File: src/rtl/hazard_ctrl.sv
// Pipeline sequencer for the 5-stage core: load-use stalls, branch flushes,
// data-memory wait states with timeout, and EX-stage operand forwarding.
module hazard_ctrl #(
    parameter int M       = 4,
    parameter int TIMEOUT = 15,
    parameter int CW      = 4
) (
    input  logic         clk,
    input  logic         rst,
    input  logic [M-1:0] regScr_D1,
    input  logic [M-1:0] regScr_D2,
    input  logic [M-1:0] regScr_E1,
    input  logic [M-1:0] regScr_E2,
    input  logic [M-1:0] regDst_E,
    input  logic         regw_E,
    input  logic         regmem_E,
    input  logic [M-1:0] regDst_M,
    input  logic         regw_M,
    input  logic [M-1:0] regDst_W,
    input  logic         regw_W,
    input  logic         pcsrc_E,
    input  logic         memreq_M,
    input  logic         memack,
    output logic         en_PC,
    output logic         en_FD,
    output logic         en_DE,
    output logic         en_EM,
    output logic         en_MW,
    output logic         clr_FD,
    output logic         clr_DE,
    output logic [1:0]   fwdA_E,
    output logic [1:0]   fwdB_E,
    output logic         err
);
    typedef enum logic [1:0] {RUN, MWAIT, ERR} state_t;

    state_t        state_q, state_d;
    logic [CW-1:0] cnt_q, cnt_d;
    logic          err_q, err_d;
    logic          lduse, membusy, apply;

    assign lduse   = regmem_E & regw_E & ((regDst_E == regScr_D1) | (regDst_E == regScr_D2));
    assign membusy = memreq_M & ~memack;

    always_ff @(posedge clk or negedge rst) begin
        if (!rst) begin
            state_q <= RUN;
            cnt_q   <= '0;
            err_q   <= 1'b0;
        end else begin
            state_q <= state_d;
            cnt_q   <= cnt_d;
            err_q   <= err_d;
        end
    end

    always_comb begin
        state_d = state_q;
        cnt_d   = cnt_q;
        err_d   = err_q;
        apply   = 1'b0;
        en_PC   = 1'b0;
        en_FD   = 1'b0;
        en_DE   = 1'b0;
        en_EM   = 1'b0;
        en_MW   = 1'b0;
        clr_FD  = 1'b0;
        clr_DE  = 1'b0;
        case (state_q)
            RUN: begin
                if (membusy) begin
                    state_d = MWAIT;
                    cnt_d   = CW'(1);
                end else begin
                    apply = 1'b1;
                end
            end
            MWAIT: begin
                if (memack) begin
                    apply   = 1'b1;
                    state_d = RUN;
                    cnt_d   = '0;
                end else begin
                    cnt_d = cnt_q + CW'(1);
                    if (cnt_q == CW'(TIMEOUT)) begin
                        state_d = ERR;
                        err_d   = 1'b1;
                    end
                end
            end
            ERR:     err_d = 1'b1;
            default: state_d = RUN;
        endcase

        // Branch flush outranks the load-use bubble: the dependent instr is squashed anyway.
        if (apply && rst) begin
            if (pcsrc_E) begin
                {en_PC, en_FD, en_DE, en_EM, en_MW} = 5'b11111;
                clr_FD = 1'b1;
                clr_DE = 1'b1;
            end else if (lduse) begin
                {en_PC, en_FD, en_DE, en_EM, en_MW} = 5'b00111;
                clr_DE = 1'b1;
            end else begin
                {en_PC, en_FD, en_DE, en_EM, en_MW} = 5'b11111;
            end
        end
    end

    always_comb begin
        fwdA_E = 2'b00;
        fwdB_E = 2'b00;
        if (rst) begin
            if (regw_M && regDst_M == regScr_E1)      fwdA_E = 2'b10;
            else if (regw_W && regDst_W == regScr_E1) fwdA_E = 2'b01;
            if (regw_M && regDst_M == regScr_E2)      fwdB_E = 2'b10;
            else if (regw_W && regDst_W == regScr_E2) fwdB_E = 2'b01;
        end
    end

    assign err = err_q;
endmodule

File: config.mk
export PLATFORM = sky130hd
export DESIGN_NAME = hazard_ctrl
export DESIGN_NICKNAME = d
export VERILOG_FILES = /design/src/rtl/hazard_ctrl.sv
export SDC_FILE = /design/constraint.sdc
export NUM_CORES = 1
export LEC_CHECK = 0
export ABC_AREA = 1
export CORE_ASPECT_RATIO = 0.75
export CORE_MARGIN = 2
export CORE_UTILIZATION = 34
export DETAILED_ROUTE_END_ITERATION = 10
export MAX_ROUTING_LAYER = met4
export PLACE_DENSITY_LB_ADDON = 0.3
export SLEW_MARGIN = 30
export SYNTH_ARGS = -nofsm -noshare
export SYNTH_HDL_FRONTEND = slang
export SYNTH_SLANG_ARGS = --single-unit
File: constraint.sdc
create_clock -name clk -period 1.2 [get_ports clk]
set_input_delay 0.12 -clock clk [delete_from_list [all_inputs] [get_ports clk]]
set_output_delay 0.12 -clock clk [all_outputs]
set_load 0.005 [all_outputs]
==> flow_summary_export.csv <==
group,metric,value,unit
critical_path,start_kind,"flip-flop",
timing,worst_slew_pin_slew,215.3,ps
power,peakVddDrop,0.6641,mV
yosys,yosysTopAreaCellShare,25.99,%
placed_design,portBuffers,48,
clocking,clkSinkCount,7,
critical_path,r2r-start,"state_q[1]",
critical_path,reg2reg_slack,-90,ps
critical_path,r2r.worst_path.cells,7,
yosys,synth_warnings,0,
power,switching_power,634.2,uW
die,dieHeight,47.36,microns
clocking,cts_buffer_depth,2,
grt,grt_overflow,0,
critical_path,critPathCapture,"en_FD",
job,cap_violations,0,
run_status,status,"finished with violations",
critical_path,cp_max_fo,4,
yosys,async_flop_share,100.0,%
clocking,cts_buffers,3,
critical_path,timing.rr.end,"cnt_q[0]",
timing,slew_headroom,85.52,%
die,initial_core_util,36.32,%
drt,vias_per_cell,4.488,
grt,grtUsageTotal,21.59,%
grt,grt_max_degree,6,
placed_design,gp_congestion,0.8342,
timing,period_share,130.8,%
grt,grt_pass1_vias,1142,
critical_path,crit_cells,7,
timing,setup_violations,9,
critical_path,crit_arrival,1450,ps
yosys,synth_edf_count,0,
power,p_int,953.4,uW
placed_design,dp_cells,238,
clocking,cts_root_buffer,"clkbuf_4",
layout,area_growth,77.83,%
timing,setup_slack,-369.9,ps
drt,drt-wirelength-per-cell,11.07,microns
yosys,synthTopCellsByArea,"nand2_1 26%, dfrtp_1 21%, inv_1 12%, xnor2_1 4.1%, nand4_1 3.7%",
clocking,cts_tree,"built",
layout,final_cells,250,
timing,hold_viol,0,
power,p_comb_share,61.0,%
clocking,path_clk_slew,60,ps
critical_path,crit_required,1080,ps
layout,antenna_cells,0,
drt,drc,0,
critical_path,critPathBufInv,3,
drt,routed_wl,2768,microns
yosys,synth_nets,188,
run_status,violations,"negative setup slack",
grt,grt_pass1_wl,4526,microns
yosys,netlist_area,852.1,sq um
layout,nNetsFinal,255,
yosys,synth-seq-area-share,20.56,%
power,p_seq_share,25.1,%
yosys,syn-instance-count,150,
critical_path,end_kind,"output pin",
power,p_sw_share,39.95,%
critical_path,cp_top_family,"flip-flops",
yosys,yosysTopAreaCell,"nand2_1",
clocking,cts-htree-levels,1,
timing,rsz0062_at_grt,"true",
critical_path,critical_path.cell_chain,"inv_2 -> nand3_4 -> a21oi_4 -> nand2_2 -> buf_6 -> nand2_4 -> buf_6",
die,rows,15,
die,io-pin-count,49,
timing,fmax,0.6370,GHz
yosys,synth.ff_latch_count,7,
critical_path,slowest_stage,"dfrtp_2",
die,die_area,2927,sq um
min_path,hold_class,"in2async",
yosys,ys_types,24,
critical_path,cpPeakStageDelay,440,ps
die,die_w,61.81,microns
drt,drt-pass1-iter-count,4,
drt,drt_first_iter_violations,36,
placed_design,hpwlAfterDp,2163,microns
timing,period_needed,1570,ps
yosys,synth.most_common_cell,"nand2_1",
yosys,syn_area_per_cell,5.680,sq um
timing,fin_skew,8.508,ps
drt,vias,1122,
yosys,synthFlopType,"dfrtp_1",
yosys,synth_common_cells,"59 x nand2_1, 27 x inv_1, 8 x nor2_1",
layout,drive_gt1_share,35.19,%
drt,antenna_left,0,
critical_path,path_common_cell,"buf_6",
timing,final_max_slew_viol_count,0,
critical_path,crit_start,"state_q[1]",
die,core,2346,sq um
critical_path,worst-setup-path-type,"reg2out",
power,p_per_area,1048,nW/um^2
power,leakage,0.0008451,uW
grt,antenna_found_initial,0,
power,total_power,1588,uW
clocking,clk_latency,260,ps
power,pwr-share-clk,13.8,%
[sequential cells by signal, indices dropped and copies added (netlist names)]
name     count
cnt_q        4
err          1
state_q      2
[layer usage]
metal	vias to the layer above	routed length [microns]	global-route usage, %
met3	4	187	6.887
met4	0	25	4.681
met2	42	1429	41.68
met1	490	1125	21.22
met5	-	0	-
li1	586	-	-
[logic make-up after synthesis]
kind of cell / Yosys count / share of synthesized area (%)
flip-flops: 7 / 20.56
adder cells (fa/ha/maj): 1 / 1.468
XOR/XNOR: 6 / 6.167
AO/OA/AOI/OAI: 14 / 10.13
AND/OR/NAND/NOR: 87 / 44.93
buffers and inverters: 35 / 16.74
[power by group through the flow]
stage	Combinational, uW	Clock [uW]	Sequential (uW)
finish	969	220	399
detailed placement	836	0	399
CTS	872	226	394
global route	1080	237	413
global placement	811	0	384
floorplan	444	0	373
[what timing repair did]
action	4_1_cts	5_1_grt
hold buffers	1	1
setup buffers	7	1
hold endpoints to repair	2	5
pin swaps	18	20
endpoints found under the setup margin	13	16
gates resized for setup	96	45
[worst min path at each step]
stage | from | end
3_3_place_gp | rst | cnt_q[3]
4_1_cts | rst | state_q[1]
3_5_place_dp | rst | cnt_q[3]
6_report | rst | state_q[0]
5_1_grt | rst | state_q[0]
2_1_floorplan | rst | cnt_q[0]
[cell usage in the layout (no fill, tap or decap), types with 3 or more instances in the layout]
cell type        instances
nand2_1                 56
inv_1                   24
clkdlybuf4s50_1         16
clkbuf_2                13
buf_6                   11
buf_4                   11
inv_2                    8
buf_2                    7
nand4_1                  5
dfrtp_1                  5
nor2_1                   4
a21oi_1                  4
nor2_2                   4
xnor2_1                  3
nand3b_1                 3
o21ai_2                  3
nand3_1                  3
nand2_2                  3
clkbuf_4                 3
dlygate4sd2_1            3
[tightest hold or removal path: stages]
cell and delay (ps):
clkbuf_2 100, buf_12 100, dlygate4sd3_1 600
[cell type report]
class                           count  area, sq um
Clock buffer                        3        22.52
Fill cell                         224        830.8
Sequential cell                     7        177.7
Inverter                           32        120.1
Multi-Input combinational cell    108        601.8
Tap cell                           34        42.54
Clock inverter                      1        5.005
Timing Repair Buffer               65        545.5
[stage by stage]
| step | TNS, ps | area (sq um) | hold WS, ps | setup WS [ps] | utilization (%) |
|---|---|---|---|---|---|
| floorplan | 0 | 864.6 | -175.6 | 9.972 | - |
| global placement | -7200 | 1445 | 447.6 | -616.3 | 61.60 |
| detailed placement | -7860 | 1445 | 451.9 | -675.5 | 61.60 |
| CTS | -2163 | 1509 | 14.87 | -382.1 | 64.32 |
| finish | -2198 | 1515 | 332.7 | -369.9 | 64.59 |
| global route | -3045 | 1515 | 341.3 | -450.2 | 64.59 |
Note: power is estimated with default switching activity, not from simulation.
